File: config.mk
export PLATFORM = sky130hd
export DESIGN_NAME = rv32_mc_control
export DESIGN_NICKNAME = d
export VERILOG_FILES = /design/src/rtl/rv32_mc_control.sv
export SDC_FILE = /design/constraint.sdc
export NUM_CORES = 1
export LEC_CHECK = 0
export ABC_AREA = 1
export CORE_ASPECT_RATIO = 0.7
export CORE_UTILIZATION = 45
export DETAILED_ROUTE_END_ITERATION = 16
export HOLD_SLACK_MARGIN = 0.15
export PLACE_DENSITY = 0.84
export SLEW_MARGIN = 20
export SYNTH_ARGS = -nofsm -noshare
export SYNTH_HDL_FRONTEND = slang
export SYNTH_SLANG_ARGS = --single-unit
File: constraint.sdc
create_clock -name clk -period 2.15 [get_ports clk]
set_clock_uncertainty 0.05 [all_clocks]
set_input_delay 0.215 -clock clk [delete_from_list [all_inputs] [get_ports clk]]
set_output_delay 0.215 -clock clk [all_outputs]
set_load 0.02 [all_outputs]
File: src/rtl/rv32_mc_control.sv
`default_nettype none
// rv32_mc_control: main control FSM for the RV32I multicycle datapath.
// Sequences fetch/decode/execute/memory/writeback and traps on illegal opcodes or memory timeout.
module rv32_mc_control #(
    parameter int unsigned TIMEOUT_CYCLES = 255
) (
    input  logic       clk,
    input  logic       reset,
    input  logic [6:0] opcode,
    input  logic [2:0] funct3,
    input  logic       zero,
    input  logic       lt,
    input  logic       ltu,
    input  logic       mem_ready,
    output logic       mem_req,
    output logic       mem_write,
    output logic       adr_src,
    output logic       ir_write,
    output logic       pc_write,
    output logic       reg_write,
    output logic [1:0] alu_src_a,
    output logic [1:0] alu_src_b,
    output logic [1:0] result_src,
    output logic [1:0] alu_op,
    output logic       instr_done,
    output logic       trap,
    output logic [1:0] trap_cause,
    output logic [3:0] state_dbg
);

    typedef enum logic [3:0] {
        FETCH    = 4'd0,
        DECODE   = 4'd1,
        MEMADR   = 4'd2,
        MEMREAD  = 4'd3,
        MEMWB    = 4'd4,
        MEMWRITE = 4'd5,
        EXECR    = 4'd6,
        EXECI    = 4'd7,
        ALUWB    = 4'd8,
        BRANCH   = 4'd9,
        JAL      = 4'd10,
        JALR     = 4'd11,
        JALR2    = 4'd12,
        LUI      = 4'd13,
        TRAP     = 4'd14
    } state_t;

    localparam int         CNT_W         = (TIMEOUT_CYCLES < 2) ? 1 : $clog2(TIMEOUT_CYCLES + 1);
    localparam logic [1:0] CAUSE_ILLEGAL = 2'b01;
    localparam logic [1:0] CAUSE_TIMEOUT = 2'b10;

    state_t             state, state_next;
    logic [CNT_W-1:0]   wait_cnt;
    logic [1:0]         cause, cause_next;
    logic               waiting, timeout, take, br_legal;

    assign waiting = ((state == FETCH) || (state == MEMREAD) || (state == MEMWRITE)) && !mem_ready;
    // Fires on the wait cycle that brings the count up to TIMEOUT_CYCLES.
    assign timeout = (TIMEOUT_CYCLES != 0) && waiting &&
                     ((32'(wait_cnt) + 32'd1) == TIMEOUT_CYCLES);

    always_ff @(posedge clk or posedge reset) begin
        if (reset) begin
            state    <= FETCH;
            wait_cnt <= '0;
            cause    <= 2'b00;
        end else begin
            state    <= state_next;
            cause    <= cause_next;
            wait_cnt <= (waiting && !timeout) ? wait_cnt + CNT_W'(1) : '0;
        end
    end

    always_comb begin
        take     = 1'b0;
        br_legal = 1'b1;
        case (funct3)
            3'b000:  take = zero;
            3'b001:  take = !zero;
            3'b100:  take = lt;
            3'b101:  take = !lt;
            3'b110:  take = ltu;
            3'b111:  take = !ltu;
            default: br_legal = 1'b0;
        endcase
    end

    always_comb begin
        state_next = state;
        cause_next = cause;
        mem_req    = 1'b0;
        mem_write  = 1'b0;
        adr_src    = 1'b0;
        ir_write   = 1'b0;
        pc_write   = 1'b0;
        reg_write  = 1'b0;
        alu_src_a  = 2'b00;
        alu_src_b  = 2'b00;
        result_src = 2'b00;
        alu_op     = 2'b00;
        instr_done = 1'b0;
        trap       = 1'b0;

        case (state)
            FETCH: begin
                mem_req    = 1'b1;
                alu_src_b  = 2'b10;
                result_src = 2'b10;
                if (mem_ready) begin
                    ir_write   = 1'b1;
                    pc_write   = 1'b1;
                    state_next = DECODE;
                end else if (timeout) begin
                    state_next = TRAP;
                    cause_next = CAUSE_TIMEOUT;
                end
            end
            DECODE: begin
                alu_src_a = 2'b01;
                alu_src_b = 2'b01;
                case (opcode)
                    7'b0000011, 7'b0100011: state_next = MEMADR;
                    7'b0110011:             state_next = EXECR;
                    7'b0010011:             state_next = EXECI;
                    7'b1100011:             state_next = BRANCH;
                    7'b1101111:             state_next = JAL;
                    7'b1100111:             state_next = JALR;
                    7'b0110111:             state_next = LUI;
                    7'b0010111:             state_next = ALUWB;
                    default: begin
                        state_next = TRAP;
                        cause_next = CAUSE_ILLEGAL;
                    end
                endcase
            end
            MEMADR: begin
                alu_src_a  = 2'b10;
                alu_src_b  = 2'b01;
                state_next = opcode[5] ? MEMWRITE : MEMREAD;
            end
            MEMREAD: begin
                mem_req = 1'b1;
                adr_src = 1'b1;
                if (mem_ready) begin
                    state_next = MEMWB;
                end else if (timeout) begin
                    state_next = TRAP;
                    cause_next = CAUSE_TIMEOUT;
                end
            end
            MEMWB: begin
                result_src = 2'b01;
                reg_write  = 1'b1;
                instr_done = 1'b1;
                state_next = FETCH;
            end
            MEMWRITE: begin
                mem_req   = 1'b1;
                mem_write = 1'b1;
                adr_src   = 1'b1;
                if (mem_ready) begin
                    instr_done = 1'b1;
                    state_next = FETCH;
                end else if (timeout) begin
                    state_next = TRAP;
                    cause_next = CAUSE_TIMEOUT;
                end
            end
            EXECR: begin
                alu_src_a  = 2'b10;
                alu_op     = 2'b10;
                state_next = ALUWB;
            end
            EXECI: begin
                alu_src_a  = 2'b10;
                alu_src_b  = 2'b01;
                alu_op     = 2'b10;
                state_next = ALUWB;
            end
            ALUWB: begin
                reg_write  = 1'b1;
                instr_done = 1'b1;
                state_next = FETCH;
            end
            BRANCH: begin
                alu_src_a = 2'b10;
                alu_op    = 2'b01;
                if (br_legal) begin
                    pc_write   = take;
                    instr_done = 1'b1;
                    state_next = FETCH;
                end else begin
                    state_next = TRAP;
                    cause_next = CAUSE_ILLEGAL;
                end
            end
            JAL: begin
                alu_src_a  = 2'b01;
                alu_src_b  = 2'b10;
                pc_write   = 1'b1;
                state_next = ALUWB;
            end
            JALR: begin
                alu_src_a  = 2'b10;
                alu_src_b  = 2'b01;
                state_next = JALR2;
            end
            JALR2: begin
                alu_src_a  = 2'b01;
                alu_src_b  = 2'b10;
                pc_write   = 1'b1;
                state_next = ALUWB;
            end
            LUI: begin
                result_src = 2'b11;
                reg_write  = 1'b1;
                instr_done = 1'b1;
                state_next = FETCH;
            end
            TRAP: begin
                trap = 1'b1;
            end
            default: state_next = FETCH;
        endcase

        trap_cause = cause;
        state_dbg  = state;

        // Outputs are forced quiet for the whole time reset is held.
        if (reset) begin
            mem_req    = 1'b0;
            mem_write  = 1'b0;
            adr_src    = 1'b0;
            ir_write   = 1'b0;
            pc_write   = 1'b0;
            reg_write  = 1'b0;
            alu_src_a  = 2'b00;
            alu_src_b  = 2'b00;
            result_src = 2'b00;
            alu_op     = 2'b00;
            instr_done = 1'b0;
            trap       = 1'b0;
            trap_cause = 2'b00;
            state_dbg  = 4'd0;
        end
    end

endmodule
`default_nettype wire

==> results.json, run 1 <==
{
  "grt_max_degree": 15,
  "post-dp-hpwl_mm": 2.93,
  "gp_congestion": 0.948,
  "n_antenna_cell": 0,
  "vias": 1531,
  "core-area_mm2": 0.00280,
  "cp_cell_sequence": "nor2_4 > inv_2 > nor2_2 > inv_1 > a21oi_1 > dlygate4sd2_1",
  "wl_per_cell_um": 11.5,
  "switchingPower_uw": 143,
  "cts_tree": "done",
  "fp.dieH_um": 47.6,
  "status": "complete, no violations",
  "placed_area_mm2": 0.00191,
  "grt_pass1_wl_mm": 5.40,
  "dp.cells": 305,
  "rsz0062_at_grt": "false",
  "comb_power_share_pct": 14.5,
  "drt-met1-wl_mm": 1.84,
  "synthFlopType": "dfrtp_1",
  "slowest_delay_ns": 0.46,
  "cts_buffers": 3,
  "p_sw_share_pct": 23.2,
  "syn_avg_cell_area_um2": 6.29,
  "netlist_top_cells_count": "nand2_1, nor2_1, inv_1",
  "io_pins": 38,
  "path_class": "reg -> out",
  "fin_setup_tns_ns": 0,
  "grt_pass1_vias": 1261,
  "synth_most_common_cell": "nand2_1",
  "drt_iter0_markers": 88,
  "met2_length_mm": 1.49,
  "clkPwrFrac_pct": 42.7,
  "max_cap_viol_count": 0,
  "gr-total-overflow": 0,
  "worstMarginPinSlew_ns": 0.245,
  "power_density_mw_per_mm2": 313,
  "detail-route-antenna-nets": 0,
  "ir_drop_mv": 0.319,
  "synth_edf_count": 0,
  "syn-num-nets": 230,
  "finalNonFillerCells": 309,
  "fill_cells": 241,
  "top_layer": "met4",
  "cp_slowest_cell": "dfrtp_2",
  "clk_latency_ns": 0.25,
  "syn_inst": 212,
  "setup_violations": 0,
  "h-tree-depth": 1,
  "endpoint_kind": "output pin",
  "r2r_setup_slack_ns": 0.39,
  "ys_types": 27,
  "drt_pass1_iterations": 4,
  "yosysTopAreaCell": "dfrtp_1",
  "drc": 0,
  "yosysSeqAreaShare_pct": 26.3,
  "startpoint_type": "flop",
  "hold_viol": 0,
  "layout-drive-gt1-share_pct": 20.5,
  "max_freq_mhz": 500,
  "antenna_found_initial": 0,
  "relSlewSlack_pct": 83.5,
  "synthTopCellsByArea": "dfrtp_1, nand2_1, nor2_1, inv_1, nand3_1",
  "io_buffers": 37,
  "cp.arrival_ns": 1.74,
  "initial_utilization_pct": 47.6,
  "synth_top_area_share_pct": 26.3,
  "fin_area_mm2": 0.00197,
  "cts_buffer_depth": 2,
  "wl_met3_um": 212,
  "rows": 16,
  "root_buffer": "clkbuf_8",
  "hold_path.class": "in -> async",
  "sequentialPowerShare_pct": 42.8,
  "period_minus_slack_ns": 2.00,
  "post-route-period-util_pct": 93.1,
  "synth_area_mm2": 0.00133,
  "critPathMaxFanout": 5,
  "ys_warn_count": 0,
  "die_area_mm2": 0.00319,
  "cellLeakagePower_nw": 1.06,
  "die_w_um": 67.1,
  "layout-area-overhead-vs-synth_pct": 47.4,
  "slew_violations": 0,
  "ys_ff_latch": 14,
  "viasPerCell": 4.95,
  "cellInternalPower_uw": 473,
  "cts.clk_slew.worst_paths_ns": 0.06,
  "grt_usage_pct": 22.8,
  "fin_nets": 292,
  "cp.required_ns": 1.88,
  "cts.sinks": 14,
  "ys_async_sr_fraction_pct": 100,
  "wl_mm": 3.56
}
-- state kept, by name, summed over array words and instances, names as in the netlist --
| signal | cells |
|---|---|
| cause | 2 |
| state | 4 |
| wait_cnt | 8 |
-- layout make-up --
type	count	area, µm²	area share (%)
inverters	37	139	7.07
clock buffers	4	55.1	2.80
flip-flops and latches	14	353	18.0
repair buffers	59	531	27.0
well taps	36	45.0	2.29
multi-input cells	159	843	42.9
-- worst max-delay path: cells and delay by family, from the launching register on --
kind | cells | cell delay [ns]
buffers and inverters | 3 | 0.52
DFF | 1 | 0.46
and+or+nand+nor | 2 | 0.35
AOI/OAI and AO/OA | 1 | 0.15
-- power groups by stage --
stage	Combinational (mW)	Clock, mW	Sequential, mW
after floorplan	0.0316	0	0.268
after global placement	0.0882	0	0.268
after detailed placement	0.0897	0	0.268
after CTS	0.0898	0.267	0.264
after global routing	0.0978	0.278	0.263
final	0.0893	0.263	0.264
-- layout by cell type (no fill, tap or decap) --
cell             synthesis  routed
a21boi_0                 1       1
a21oi_1                 12      12
a21oi_2                  1       1
a31oi_1                  1       1
buf_4                    0      22
clkbuf_2                 0       2
clkbuf_8                 0       4
clkdlybuf4s50_1          0      21
dfrtp_1                 14      12
dfrtp_2                  0       2
dlygate4sd2_1            0       8
dlymetal6s2s_1           0       6
ha_1                     2       2
inv_1                   31      31
inv_2                    6       6
nand2_1                 48      48
nand2_2                  5       5
nand2_4                  2       2
nand3_1                 14      14
nand3_2                  1       1
nand3_4                  1       1
nand3b_1                 1       1
nand4_1                  6       6
nor2_1                  37      37
nor2_2                   3       3
nor2_4                   3       3
nor2_8                   3       3
nor3_1                   5       5
o211ai_1                 1       1
o21ai_0                  8       8
o21bai_1                 2       2
o22ai_2                  0       1
o31ai_1                  1       1
-- per-layer routing --
layer	vias up	GRT usage, %
met5	-	0
met3	2	5.71
met1	689	33.7
met2	43	34.4
met4	0	2.55
li1	797	-
-- per-stage QoR --
stage                     util (%)  power, mW  setup slack, ns  hold WS [ns]
after floorplan                  -      0.300            0.466         0.283
after CTS                     69.9      0.621          0.00590         0.421
after global routing          70.1      0.639           0.0541         0.453
final                         70.1      0.616            0.149         0.428
after detailed placement      68.0      0.358           -0.187         0.429
after global placement        68.0      0.356           -0.124         0.412
-- cell families (layout without fill, tap and decap cells) --
family	Yosys count	after routing	share of synthesized area, %
compound gates	28	28	11.9
fa+ha+maj	2	2	1.88
flops	14	14	26.3
buf+inv	39	100	11.0
simple gates	129	129	49.0
-- final timing paths --
path                                   from           end  depth (start not counted)
worst min-delay path                  reset      state[1]                          3
worst max register to register  wait_cnt[0]      cause[1]                         12
max in group asynchronous             reset      state[3]                          3
worst max-delay path               state[3]  alu_src_b[0]                          6
worst min register to register     cause[0]      cause[0]                          2
min in group clk                   cause[0]      cause[0]                          2
-- timing repair --
action / CTS / global route
buffers inserted: 0 / 0
hold buffers: 0 / 0
setup endpoints to repair: 12 / 8
resized for setup: 13 / 11
Note: power is estimated with default switching activity, not from simulation.
==> run 2: changes to the inputs <==
CORE_UTILIZATION = 48   (was 45)
PLACE_DENSITY = 0.88   (was 0.84)
SETUP_SLACK_MARGIN = 0.05   (was unset)
==> run 2 against run 1 <==
  * Power shrank 0.57%
  * Non-clock buffer count shrank 1
  * Sequential power is essentially flat
==> results.json, run 2 (same netlist as run 1, synthesis figures left out) <==
{
  "status": "complete, no violations",
  "period_minus_slack_ns": 1.99,
  "comb_power_share_pct": 14.5,
  "top_register": "wait_cnt",
  "post-route-period-util_pct": 92.7,
  "final_util_pct": 76.2,
  "vias": 1558,
  "layout-area-overhead-vs-synth_pct": 45.9,
  "grt_pass1_vias": 1377,
  "cts.clk_slew.worst_paths_ns": 0.06,
  "holdPathStages": 2,
  "worst_hold_slack_ns": 0.424,
  "cts_buffer_depth": 2,
  "layout-drive-gt1-share_pct": 21.3,
  "grt_pass1_wl_mm": 5.97,
  "gr-total-overflow": 0,
  "rows": 15,
  "final_common_cell": "nand2_1",
  "relSlewSlack_pct": 82.3,
  "largest_reg_flops": 8,
  "r2r_setup_slack_ns": 0.32,
  "core-area_mm2": 0.00255,
  "root_buffer": "clkbuf_8",
  "cts_setup_buffers": 0,
  "fin_setup_tns_ns": 0,
  "fill_cells": 214,
  "cellInternalPower_uw": 472,
  "clk_latency_ns": 0.25,
  "critPathMaxFanout": 5,
  "final_cell_mix": "nand2_1, nor2_1, inv_1",
  "wl_mm": 3.63,
  "io_buffers": 37,
  "antenna_found_initial": 0,
  "fp.dieH_um": 46.1,
  "power_density_mw_per_mm2": 315,
  "setup_violations": 0,
  "fin_area_mm2": 0.00195,
  "initial_utilization_pct": 52.3,
  "cp.arrival_ns": 1.73,
  "detail-route-antenna-nets": 0,
  "drt_pass1_iterations": 4,
  "seqCellArea_um2": 353,
  "hold_viol": 0,
  "post-dp-hpwl_mm": 2.99,
  "slew_violations": 0,
  "drc": 0,
  "path_class": "reg -> out",
  "reg.largest.list": "wait_cnt x8, state x4, cause x2",
  "viasPerCell": 5.09,
  "worstRegToRegCells": 10,
  "switchingPower_uw": 140,
  "wl_per_cell_um": 11.9,
  "die_w_um": 65.0,
  "io_pins": 38,
  "max_freq_mhz": 502,
  "grt_max_degree": 11,
  "worstMarginPinSlew_ns": 0.265,
  "sequentialPowerShare_pct": 43.0,
  "startpoint_type": "flop",
  "max_cap_viol_count": 0,
  "multi_input_area_um2": 848,
  "drt_iter0_markers": 73,
  "clkPwrFrac_pct": 42.5,
  "die_area_mm2": 0.00300,
  "hold_path.class": "reg -> reg",
  "fin_nets": 291,
  "h-tree-depth": 1,
  "gp_congestion": 0.927,
  "ir_drop_mv": 0.299,
  "grt_usage_pct": 26.5,
  "cts.sinks": 14,
  "cts_buffers": 3,
  "cellLeakagePower_nw": 1.01,
  "placed_area_mm2": 0.00190,
  "cts_tree": "done",
  "p_sw_share_pct": 22.9,
  "rsz0062_at_grt": "true",
  "n_antenna_cell": 0,
  "endpoint_kind": "output pin",
  "cp.required_ns": 1.88
}
run 2: final timing paths:
path	from	endpoint
min in group asynchronous	reset	wait_cnt[0]
setup / recovery	state[2]	alu_src_b[1]
hold reg to reg	cause[1]	cause[1]
max in group asynchronous	reset	state[3]
setup reg to reg	wait_cnt[0]	cause[0]
hold / removal	cause[1]	cause[1]
run 2: cell type report:
class / count / share of cell area (%)
repair buffers: 58 / 26.1
clock buffers: 4 / 2.83
well taps: 34 / 2.19
inverters: 37 / 7.14
multi-input cells: 159 / 43.6
flip-flops and latches: 14 / 18.1
run 2: power by group through the flow:
| stage | clock network (mW) | logic [mW] | registers (mW) |
|---|---|---|---|
| floorplan | 0 | 0.0316 | 0.268 |
| global route | 0.273 | 0.0981 | 0.263 |
| detailed placement | 0 | 0.0893 | 0.268 |
| finish | 0.260 | 0.0888 | 0.263 |
| CTS | 0.259 | 0.0887 | 0.264 |
| global placement | 0 | 0.0876 | 0.268 |
run 2: metrics by stage:
step	std cells	power [mW]	worst slack [ns]
floorplan	212	0.300	0.466
global placement	302	0.356	-0.113
detailed placement	302	0.358	-0.176
CTS	306	0.611	0.0555
global route	306	0.635	0.00256
finish	306	0.613	0.158
run 2: critical path, cell delays in order (launching register included):
cell and delay (ns):
dfrtp_2 0.46, inv_2 0.07, nand2_1 0.09, buf_4 0.16, o22ai_2 0.19, o21ai_0 0.11
inv_1 0.06, dlygate4sd2_1 0.33
run 2: layer usage:
layer	vias to the layer above	global-route usage, %	share of wire, %
met5	-	0	0
met4	0	3.56	0
met3	0	7.18	6.6
met2	54	44.6	45
met1	704	35.3	49
li1	800	-	-
run 2: timing repair:
item / CTS / global route
setup endpoints to repair: 15 / 6
hold buffers: 0 / 0
resized for setup: 18 / 10
==> run 3: changes to the inputs <==
CORE_UTILIZATION = 41   (was 48)
CTS_BUF_LIST = sky130_fd_sc_hd__clkbuf_8   (was unset)
PLACE_DENSITY = 0.78   (was 0.88)
==> run 3 against run 2 <==
  * Maximum frequency decreased by 1.7%
  * Worst setup slack got worse by 0.035 ns
  * Critical path depth decreased by 3
  * Hold slack got worse by 0.0033 ns
  * Sequential power about the same
==> results.json, run 3 (same netlist as run 1, synthesis figures left out) <==
{
  "status": "complete, no violations",
  "power_density_mw_per_mm2": 317,
  "worstMarginPinSlew_ns": 0.230,
  "initial_utilization_pct": 45.3,
  "cts_buffers": 3,
  "startpoint_type": "flop",
  "gr-total-overflow": 0,
  "cts_tree": "done",
  "finalWorstSetupSlack_ns": 0.123,
  "cellLeakagePower_nw": 0.976,
  "final_cell_mix": "nand2_1, nor2_1, inv_1",
  "viasPerCell": 4.91,
  "reg.largest.list": "wait_cnt x8, state x4, cause x2",
  "h-tree-depth": 1,
  "power.total_uw": 607,
  "cp_slowest_cell": "clkdlybuf4s50_1",
  "wl_mm": 3.29,
  "grt_max_degree": 15,
  "r2r_setup_slack_ns": 0.37,
  "final_util_pct": 65.1,
  "pre_cts_slack_ns": -0.169,
  "r2r-end": "wait_cnt[3]",
  "slew_violations": 0,
  "n_antenna_cell": 0,
  "drt_iter0_markers": 94,
  "relSlewSlack_pct": 84.6,
  "gp_congestion": 0.917,
  "die_w_um": 70.2,
  "drc": 0,
  "top_register": "wait_cnt",
  "wl_per_cell_um": 10.8,
  "detail-route-antenna-nets": 0,
  "fin_nets": 287,
  "antenna_found_initial": 0,
  "endpoint_kind": "output pin",
  "path_class": "reg -> out",
  "rows": 16,
  "cp.required_ns": 1.88,
  "grt_usage_pct": 20.3,
  "cts.clk_slew.worst_paths_ns": 0.06,
  "drt_pass1_iterations": 4,
  "root_buffer": "clkbuf_8",
  "setup_violations": 0,
  "clk_latency_ns": 0.24,
  "cp_cell_sequence": "inv_2 > nand2_1 > nor3_1 > clkdlybuf4s50_1",
  "grt_pass1_wl_mm": 5.64,
  "post-route-period-util_pct": 94.3,
  "hold_viol": 0,
  "vias": 1493,
  "core-area_mm2": 0.00294,
  "final_common_cell": "nand2_1",
  "period_minus_slack_ns": 2.03,
  "layout-drive-gt1-share_pct": 19.4,
  "layout-area-overhead-vs-synth_pct": 43.7,
  "post-dp-hpwl_mm": 2.74,
  "largest_reg_flops": 8,
  "worstRegToRegCells": 10,
  "cp.arrival_ns": 1.76,
  "io_buffers": 37,
  "rsz0062_at_grt": "false",
  "r2r-start": "wait_cnt[0]",
  "max_freq_mhz": 493,
  "max_cap_viol_count": 0,
  "critPathMaxFanout": 5,
  "fill_cells": 287,
  "cp-startpoint": "state[2]",
  "slowest_delay_ns": 0.64,
  "cts.sinks": 14,
  "cts_buffer_depth": 2,
  "fp.dieH_um": 49.7,
  "die_area_mm2": 0.00349,
  "ir_drop_mv": 0.232,
  "io_pins": 38,
  "grt_pass1_vias": 1297,
  "hold_path.class": "in -> async"
}
==> run 3: changes by cell type in the layout (fill, tap and decap cells not counted) <==
cell,before,now
clkdlybuf4s50_1,21,22
clkbuf_2,3,2
nor2_2,5,4
dlygate4sd2_1,10,11
buf_4,21,17
nor2_1,35,36
dlymetal6s2s_1,3,2
==> run 3: worst max path at each step <==
stage                     slack, ns          to  depth (start not counted)
after floorplan                0.47    pc_write                          7
after global placement        -0.12    pc_write                         10
after detailed placement      -0.17    pc_write                         10
after CTS                      0.06  instr_done                          7
after global routing           0.06   alu_op[0]                          4
final                          0.12   alu_op[0]                          4
==> run 3: final cells by class <==
class	count	area [µm²]	area share [%]
clock buffer	4	55.1	2.87
tap	36	45.0	2.35
timing repair buffer	54	479	25.0
sequential	14	353	18.4
multi-input combinational	159	846	44.1
inverter	37	139	7.25
==> run 3: what timing repair did <==
| item | 4_1_cts | 5_1_grt |
|---|---|---|
| hold buffers | 0 | 0 |
| endpoints found under the setup margin | 14 | 4 |
| pin swaps | 1 | 0 |
| setup buffers | 0 | 0 |
| gates resized for setup | 17 | 7 |
==> run 3: routing by layer <==
layer | global-route usage, % | wire length, µm
met3 | 3.07 | 188
met4 | 4.33 | 8
met5 | 0 | 0
met2 | 30.3 | 1380
met1 | 30.8 | 1710
==> run 3: power breakdown <==
part / internal (mW) / switching (mW)
logic: 0.0460 / 0.0413
clock network: 0.162 / 0.0939
registers: 0.264 / 0
total: 0.472 / 0.135
==> run 3: metrics by stage <==
step	hold WS (ns)	cells	cell area, µm²	TNS [ns]
6_report	0.420	304	1920	0
5_1_grt	0.441	304	1920	0
4_1_cts	0.420	304	1920	0
3_5_place_dp	0.413	300	1870	-0.201
3_3_place_gp	0.405	300	1870	-0.144
2_1_floorplan	0.283	212	1330	0
==> run 3: critical path, delay by kind of cell, from the launching register on <==
| kind | cells | cell delay [ns] |
|---|---|---|
| buf+inv | 2 | 0.71 |
| flops | 1 | 0.46 |
| simple gates | 2 | 0.34 |
